==> config.mk <==
export PLATFORM = sky130hd
export DESIGN_NAME = delay_event_scheduler
export DESIGN_NICKNAME = d
export VERILOG_FILES = /design/src/rtl/delay_event_scheduler.sv
export SDC_FILE = /design/constraint.sdc
export NUM_CORES = 1
export LEC_CHECK = 0
export CAP_MARGIN = 20
export CELL_PAD_IN_SITES_DETAIL_PLACEMENT = 0
export CELL_PAD_IN_SITES_GLOBAL_PLACEMENT = 1
export CORE_MARGIN = 8
export CORE_UTILIZATION = 44
export DETAILED_ROUTE_END_ITERATION = 16
export PLACE_DENSITY = 0.86
export SYNTH_ARGS = -nofsm -noshare
export SYNTH_HDL_FRONTEND = slang
export SYNTH_SLANG_ARGS = --single-unit
==> constraint.sdc <==
create_clock -name clk -period 6.2 [get_ports clk]
set_clock_uncertainty 0.05 [all_clocks]
set_input_delay 1.24 -clock clk [delete_from_list [all_inputs] [get_ports clk]]
set_output_delay 1.24 -clock clk [all_outputs]
set_load 0.05 [all_outputs]
==> src/rtl/delay_event_scheduler.sv <==
// delay_event_scheduler
// Books a timer slot per accepted request, counts down the requested delay,
// then serialises expired slots onto a single fire port with a round-robin
// arbiter. Completion and occupancy counts are kept for status readback.
//
// Optional build macro: DELAY_SCHED_DROP_CNT_EN
//   When defined, a request presented while no slot is free is dropped and
//   counted in drop_cnt (saturating). When undefined, such a request is
//   back-pressured and the requester holds it.
module delay_event_scheduler #(
    parameter int NUM_SLOTS = 32,
    parameter int DELAY_W   = 8,
    parameter int CNT_W     = 32,
    parameter int ID_W      = $clog2(NUM_SLOTS)
) (
    input  logic               clk,
    input  logic               rst_n,
    input  logic               req_valid,
    input  logic [DELAY_W-1:0] req_delay,
    output logic               req_ready,
    output logic [ID_W-1:0]    req_id,
    output logic               fire_valid,
    output logic [ID_W-1:0]    fire_id,
    input  logic               fire_ready,
    output logic [CNT_W-1:0]   done_cnt,
    output logic [ID_W:0]      active_cnt
`ifdef DELAY_SCHED_DROP_CNT_EN
    ,
    output logic [CNT_W-1:0]   drop_cnt
`endif
);

    // Per-slot lifecycle: IDLE -> COUNTING -> PENDING -> IDLE
    localparam logic [1:0] ST_IDLE  = 2'd0;
    localparam logic [1:0] ST_COUNT = 2'd1;
    localparam logic [1:0] ST_PEND  = 2'd2;

    logic [1:0]         slot_st  [NUM_SLOTS];
    logic [DELAY_W-1:0] slot_cnt [NUM_SLOTS];

    logic [ID_W-1:0]    rr_ptr;
    logic               hold_vld;
    logic [ID_W-1:0]    hold_id;
    logic               rr_found;
    logic [ID_W-1:0]    rr_pick;
    logic               req_hs;
    logic               fire_hs;

    // A slot loaded with N reaches PENDING N+1 edges later, so the load value
    // is delay-1; a zero delay behaves like a delay of one.
    function automatic logic [DELAY_W-1:0] load_value(input logic [DELAY_W-1:0] d);
        return (d == '0) ? '0 : d - DELAY_W'(1);
    endfunction

`ifdef DELAY_SCHED_DROP_CNT_EN
    // Increment that sticks at all-ones instead of wrapping.
    function automatic logic [CNT_W-1:0] sat_inc(input logic [CNT_W-1:0] v);
        return (&v) ? v : v + CNT_W'(1);
    endfunction
`endif

    // Lowest-index IDLE slot is offered to the next request.
    always_comb begin
        req_ready = 1'b0;
        req_id    = '0;
        for (int i = NUM_SLOTS - 1; i >= 0; i--) begin
            if (slot_st[ID_W'(i)] == ST_IDLE) begin
                req_ready = 1'b1;
                req_id    = ID_W'(i);
            end
        end
    end

    // Round-robin search for the first PENDING slot at or after the pointer.
    always_comb begin
        int idx;
        rr_found = 1'b0;
        rr_pick  = '0;
        idx      = 0;
        for (int i = 0; i < NUM_SLOTS; i++) begin
            idx = int'(rr_ptr) + i;
            if (idx >= NUM_SLOTS) begin
                idx = idx - NUM_SLOTS;
            end
            if (!rr_found && (slot_st[ID_W'(idx)] == ST_PEND)) begin
                rr_found = 1'b1;
                rr_pick  = ID_W'(idx);
            end
        end
    end

    // A stalled offer is frozen so a slot that expires meanwhile cannot
    // displace it; the held slot stays PENDING until its handshake.
    always_comb begin
        fire_valid = rr_found;
        fire_id    = hold_vld ? hold_id : rr_pick;
        req_hs     = req_valid & req_ready;
        fire_hs    = fire_valid & fire_ready;
    end

    // Slot state transitions; request, expiry and fire always touch distinct slots.
    always_ff @(posedge clk or negedge rst_n) begin
        if (!rst_n) begin
            for (int i = 0; i < NUM_SLOTS; i++) begin
                slot_st[i] <= ST_IDLE;
            end
        end else begin
            for (int i = 0; i < NUM_SLOTS; i++) begin
                if (req_hs && (req_id == ID_W'(i))) begin
                    slot_st[i] <= ST_COUNT;
                end else begin
                    case (slot_st[i])
                        ST_COUNT: begin
                            if (slot_cnt[i] == '0) begin
                                slot_st[i] <= ST_PEND;
                            end
                        end
                        ST_PEND: begin
                            if (fire_hs && (fire_id == ID_W'(i))) begin
                                slot_st[i] <= ST_IDLE;
                            end
                        end
                        default: ;
                    endcase
                end
            end
        end
    end

    // Remaining-delay countdown; only meaningful while the slot is COUNTING.
    always_ff @(posedge clk) begin
        for (int i = 0; i < NUM_SLOTS; i++) begin
            if (req_hs && (req_id == ID_W'(i))) begin
                slot_cnt[i] <= load_value(req_delay);
            end else if ((slot_st[i] == ST_COUNT) && (slot_cnt[i] != '0)) begin
                slot_cnt[i] <= slot_cnt[i] - DELAY_W'(1);
            end
        end
    end

    // Arbiter pointer advance and stall latch.
    always_ff @(posedge clk or negedge rst_n) begin
        if (!rst_n) begin
            rr_ptr   <= '0;
            hold_vld <= 1'b0;
            hold_id  <= '0;
        end else if (fire_hs) begin
            rr_ptr   <= (fire_id == ID_W'(NUM_SLOTS - 1)) ? '0 : fire_id + ID_W'(1);
            hold_vld <= 1'b0;
        end else if (fire_valid) begin
            hold_vld <= 1'b1;
            hold_id  <= fire_id;
        end
    end

    // Occupancy tracks request/fire handshakes; both on one edge cancel.
    always_ff @(posedge clk or negedge rst_n) begin
        if (!rst_n) begin
            active_cnt <= '0;
        end else begin
            case ({req_hs, fire_hs})
                2'b10:   active_cnt <= active_cnt + (ID_W+1)'(1);
                2'b01:   active_cnt <= active_cnt - (ID_W+1)'(1);
                default: ;
            endcase
        end
    end

    // Completion count, wrapping.
    always_ff @(posedge clk or negedge rst_n) begin
        if (!rst_n) begin
            done_cnt <= '0;
        end else if (fire_hs) begin
            done_cnt <= done_cnt + CNT_W'(1);
        end
    end

`ifdef DELAY_SCHED_DROP_CNT_EN
    // Requests seen with no free slot are lost; count them, saturating.
    always_ff @(posedge clk or negedge rst_n) begin
        if (!rst_n) begin
            drop_cnt <= '0;
        end else if (req_valid && !req_ready) begin
            drop_cnt <= sat_inc(drop_cnt);
        end
    end
`endif

endmodule
# --- After elaboration in Yosys (flattened, before gate mapping) ---
# Memories as Yosys holds them, arrays and structs flattened.
# Cells that the tools add are included.
word_totals:
  wordCells: 1351
  in_bits: 12
  ramBits: 256
  latch_bits: 0
  rom_bits: 0
  memories: 1
  reg_bits: 113
  out_inout_bits: 50
op_classes:
  reduce_logical: 308
  magnitude_cmp: 64
  mux: 550
  n_addsub: 100
  div: 0
  multipliers: 0
  n_bitwise: 67
  shifts: 0
  eq_ne: 224
mem_list:
  columns: ["name", "depth", "word_bits", "read_ports", "rd_clocked_by_memory_dff", "write_ports", "line_no", "text"]
  rows:
  - ["slot_cnt", 32, 8, 32, 0, 32, "39", "logic [DELAY_W-1:0] slot_cnt [NUM_SLOTS];"]
ops:
  columns: ["operator", "count"]
  rows:
  - ["$mux W5", 82]
  - ["$bmux W2 S5", 32]
  - ["$mux W2", 160]
  - ["$logic_not A8 Y1", 33]
  - ["$mux W8", 33]
  - ["$sub A8 B1 Y8 const B", 33]
  - ["$reduce_bool A8 Y1", 32]
  - ["$mux W1", 210]
  - ["$ge A5 B6 Y1 const B", 33]
  - ["$ne A3 B3 Y1 const B", 64]
  - ["$ge A6 B6 Y1 const B", 31]
  - ["$eq A5 B5 Y1 const B", 32]
  - ["$not A5 Y5", 32]
  - ["$sub A5 B1 Y5 const B", 32]
  - ["$eq A2 B2 Y1 const B", 65]
  - ["$pmux W2 S2", 32]
  - ["$logic_and A1 B1 Y1", 127]
  - ["$add A5 B5 Y6 const B", 16]
  - ["$reduce_and A3 Y1", 32]
  - ["$reduce_bool A3 Y1", 32]
  - ["$eq A5 B4 Y1 const B", 16]
  - ["$eq A2 B1 Y1 const B", 33]
  - ["$add A5 B4 Y6 const B", 8]
  - ["$eq A5 B3 Y1 const B", 8]
  - ["other kinds (18)", 105]

# --- Logic depth before layout (Yosys ltp) ---
depth:
  depth_word: 107
  depth_mapped: 30
  depth_no_buf: 21

# --- Least setup slack after synthesis ---
# Ideal clock, no wire load.
synth_timing:
  kind: "register -> output"
  start: "reg rr_ptr[0]"
  end: "out fire_id[1]"
  stages_incl_launch_ff: 20
  arrival_time_ns: 5.768
  required_time_ns: 4.910
  path_slack_ns: -0.858
  cell_sequence: "dfrtp_1 buf_4 buf_6 buf_6 buf_4 buf_2 inv_1 ha_1 buf_2 clkbuf_1 mux4_2 a22oi_1 nand4_4 nor4_4 nand2_2 nor4_2 nor3_1 o311ai_1 o211ai_1 o21ai_1"
synth_between:
  elab_chain_len: 102
  elab_cells_between_ends: 413
  cone_classes: "63 x add/sub; 32 x order compare; 32 x eq/ne; 192 x mux; 32 x bitwise; 62 x reduce/logical"
synth_lines:
  columns: ["item", "line_no", "text"]
  rows:
  - ["start: declaration", "41", "logic [ID_W-1:0] rr_ptr;"]
  - ["start signal: assignment", "148", "rr_ptr <= (fire_id == ID_W'(NUM_SLOTS - 1)) ? '0 : fire_id + ID_W'(1);"]
  - ["parallel branches: the longest is 100 deep, another holds $add A5 B1 Y6", null, null]
  - ["$mux W5 (*)", "85", "if (!rr_found && (slot_st[ID_W'(idx)] == ST_PEND)) begin"]
  - ["$mux W5 (*)", "96", "fire_id = hold_vld ? hold_id : rr_pick;"]
  - ["end: declaration", "23", "output logic [ID_W-1:0] fire_id,"]
# Every way passes the cells marked *. The select of a mux whose other input is x is not followed.

# --- Worst setup path after layout ---
layout_timing:
  start: "reg rr_ptr[0]"
  end: "out fire_id[2]"
# The elaborated chain is that of the path after synthesis.

==> metrics.yaml <==
grt_pass1_vias: 16897
drt_iter0_markers: 2351
rrSetupSlack_ns: 0.59
fp-row-count: 75
start_kind: "flip-flop"
period_minus_slack_ns: 6.16
synth-edff-count: 128
worst_setup_path_end_kind: "output pin"
routed_wl_um: 63700
synthFlopType: "edfxtp_1"
synthXorXnorAreaFrac_pct: 8.25
crit_fanout: 11
clk_pin_slew_ns: 0.06
worstMarginPinSlew_ns: 1.02
path_class: "reg2out"
core_sq_um: 42000
cts_tree: "built"
antenna_found_initial: 0
dr.pass1.iters: 6
dp_hpwl_um: 46400
clockBufferDepth: 3
synthSimpleGateAreaFrac_pct: 23.0
drv_slew: 0
htreeDepth: 1
async_flop_share_pct: 43.1
post-place-ws_ns: 0.0557
ys_ff_latch: 225
n_antenna_cell: 0
finalHoldViolations: 0
worst_ep_required_time_ns: 4.91
cts-root-buf: "clkbuf_16"
r2r-end: "active_cnt[4]"
yosys.area_share.adder_pct: 3.60
synthTopCellsByArea: "edfxtp_1 (20%), dfrtp_1 (13%), mux4_2 (5.5%)"
hold_path_end: "done_cnt[31]"
start_util_pct: 44.6
cts_sinks: 225
synth_top_family_by_area: "simple AND/OR/NAND/NOR gates"
setup_violations: 0
synth.area.mux_share_pct: 9.89
drive_above_1_share_pct: 19.4
clk_latency_ns: 0.53
yosys_warnings: 0
met3_usage_pct: 3.62
drv_cap: 0
worstRegToRegCells: 21
arrival_ns: 4.87
grt_use_total_pct: 24.4
rsz0062_at_grt: "true"
hp-class: "reg2reg"
grt_use_met1_pct: 32.2
pwr_density_cell_nw_per_um2: 604
yosysTopAreaCell: "edfxtp_1"
utilization_pct: 54.1
hold_buffers: 0
synth_nets: 2188
fin_ws_ns: 0.0418
layout.nets: 2350
slew_headroom_pct: 31.9
synthCells: 2122
ant_nets: 0
overflow: 0
num_io_pins: 62
synthesis.area_sq_um: 18800
remaining_drc_errors: 0
cts_buffers: 24
holdPathStages: 1
grtUsageMet2_pct: 38.7
grt_start_max_net_pins: 55
place_congestion: 1.06
synth-compound-area-share_pct: 17.4
fin_crit_sh_pct: 99.3
fmax_mhz: 162
routedWlPerCell_um: 22.4
fill_cells: 3684
ys_seq_area_share_pct: 33.4
synth_top_cell_area_share_pct: 20.5
dieArea_sq_um: 49500
grt_pass1_wl_um: 97700
synthToLayoutAreaGrowth_pct: 21.4
dieHeight_um: 222
fp.dieW_um: 222
vdd_ir_drop_max_mv: 0.438
vias: 17850
status: "completed"
busiest_layer: "met2"
regToRegStartpoint: "rr_ptr[0]"
leakagePower_nw: 8.71
io_buffers: 59
avgSynthCellArea_sq_um: 8.84
hold_start: "done_cnt[31]"
post_drt_via_cell_ratio: 6.28
ys_types: 105
-- worst max path at each step --
stage                    from          to  slack (ns)  cells past startpoint
floorplan           rr_ptr[1]  fire_id[4]       0.006                     17
global placement    rr_ptr[1]  fire_id[1]        0.07                     15
detailed placement  rr_ptr[1]  fire_id[3]        0.06                     15
CTS                 rr_ptr[0]  fire_id[2]       0.004                     15
global route        rr_ptr[1]  fire_id[2]       -0.09                     20
finish              rr_ptr[0]  fire_id[2]        0.04                     15
-- stage by stage --
step,cells,power [W],hold WS [ns],instance area [sq um],TNS [ns]
2_1_floorplan,2122,0.00731,0.432,18800,0
3_3_place_gp,2744,0.0105,0.412,20700,0
3_5_place_dp,2746,0.0105,0.412,20700,0
4_1_cts,2809,0.0127,0.425,22100,0
5_1_grt,2841,0.0143,0.452,22800,-0.258
6_report,2841,0.0137,0.420,22800,0
-- synth_stat cells (all sizes together), types with 25 or more instances --
cell    number
clkbuf      68
nor2       251
inv         87
nor3        60
nand2      211
buf         38
xnor2      118
nand2b      35
ha          54
nand3b      57
or4         26
nand3       42
a21oi      138
nor2b       28
mux2i       57
dfrtp       97
mux4        46
o21ai      136
edfxtp     128
xor2        57
nand4       25
-- per-layer routing --
| layer | vias to the layer above | share of wire (%) |
|---|---|---|
| met5 | - | 0 |
| met4 | 0 | 5.4 |
| met3 | 231 | 8.3 |
| met2 | 936 | 45 |
| met1 | 8557 | 41 |
| li1 | 8126 | - |
-- layout by cell type (no fill, tap or decap), types with 12 or more instances in the layout --
cell type        instances
xnor2_1                108
xor2_1                  53
o22ai_1                 20
o21ai_0                115
mux2_2                  17
edfxtp_1               128
nand2b_1                32
a21oi_1                134
nand4_1                 23
or4_1                   20
clkdlybuf4s50_1         52
nand2_1                205
ha_1                    48
clkbuf_16               26
nor3_1                  49
mux4_2                  46
inv_1                   80
buf_12                  12
buf_4                  150
o211ai_1                16
o21ai_1                 17
nor2b_1                 27
nand3_1                 39
and2_1                  14
a21boi_0                12
nor2_1                 249
mux2i_1                 49
nand3b_1                56
dfrtp_1                 94
o21a_1                  12
and3_1                  17
a31oi_1                 13
-- cell families after synthesis --
logic type                 after synthesis
AOI/OAI and AO/OA                      501
xor gates and xnor gates               175
adders and majority gates               54
buffers and inverters                  195
DFF                                    225
muxes                                  125
other                                    2
and+or+nand+nor                        845
-- flip-flops by register name, indices dropped and copies added, names as in the netlist --
register / cells
slot_cnt: 128
slot_st: 48
done_cnt: 32
active_cnt: 6
hold_id: 5
rr_ptr: 5
hold_vld: 1
-- report_power, final --
part	switching (W)	internal, W	total, W
Clock	0.000594	0.000803	0.00140
Combinational	0.00621	0.00428	0.0105
Sequential	0.000151	0.00171	0.00187
-- final cells by class --
cell class	count	area (sq um)	share of cell area [%]
Inverter	89	350	1.54
Timing Repair Buffer	241	2260	9.94
Multi-Input combinational cell	1703	12400	54.6
Tap cell	539	674	2.96
Clock inverter	9	51.3	0.225
Clock buffer	35	717	3.15
Sequential cell	225	6280	27.6
-- critical path, stage by stage, from the launching register on --
cell and delay (ns):
dfrtp_4 0.50, buf_16 0.17, mux4_2 0.56, mux4_2 0.55
or2_1 0.27, o41ai_4 0.09, nand4_4 0.23, nor4_4 0.38
buf_6 0.21, nand3_4 0.13, o32a_1 0.36, o31a_1 0.25
o31a_4 0.13, o221ai_4 0.18, clkinvlp_4 0.15, buf_12 0.16
-- what timing repair did --
item / in CTS / in global routing
endpoints found under the setup margin: 6 / 6
pin swaps: 13 / 33
cloned: 4 / 3
resized for setup: 79 / 85
buffers inserted: 15 / 25
(Power assumes the default switching activity.)
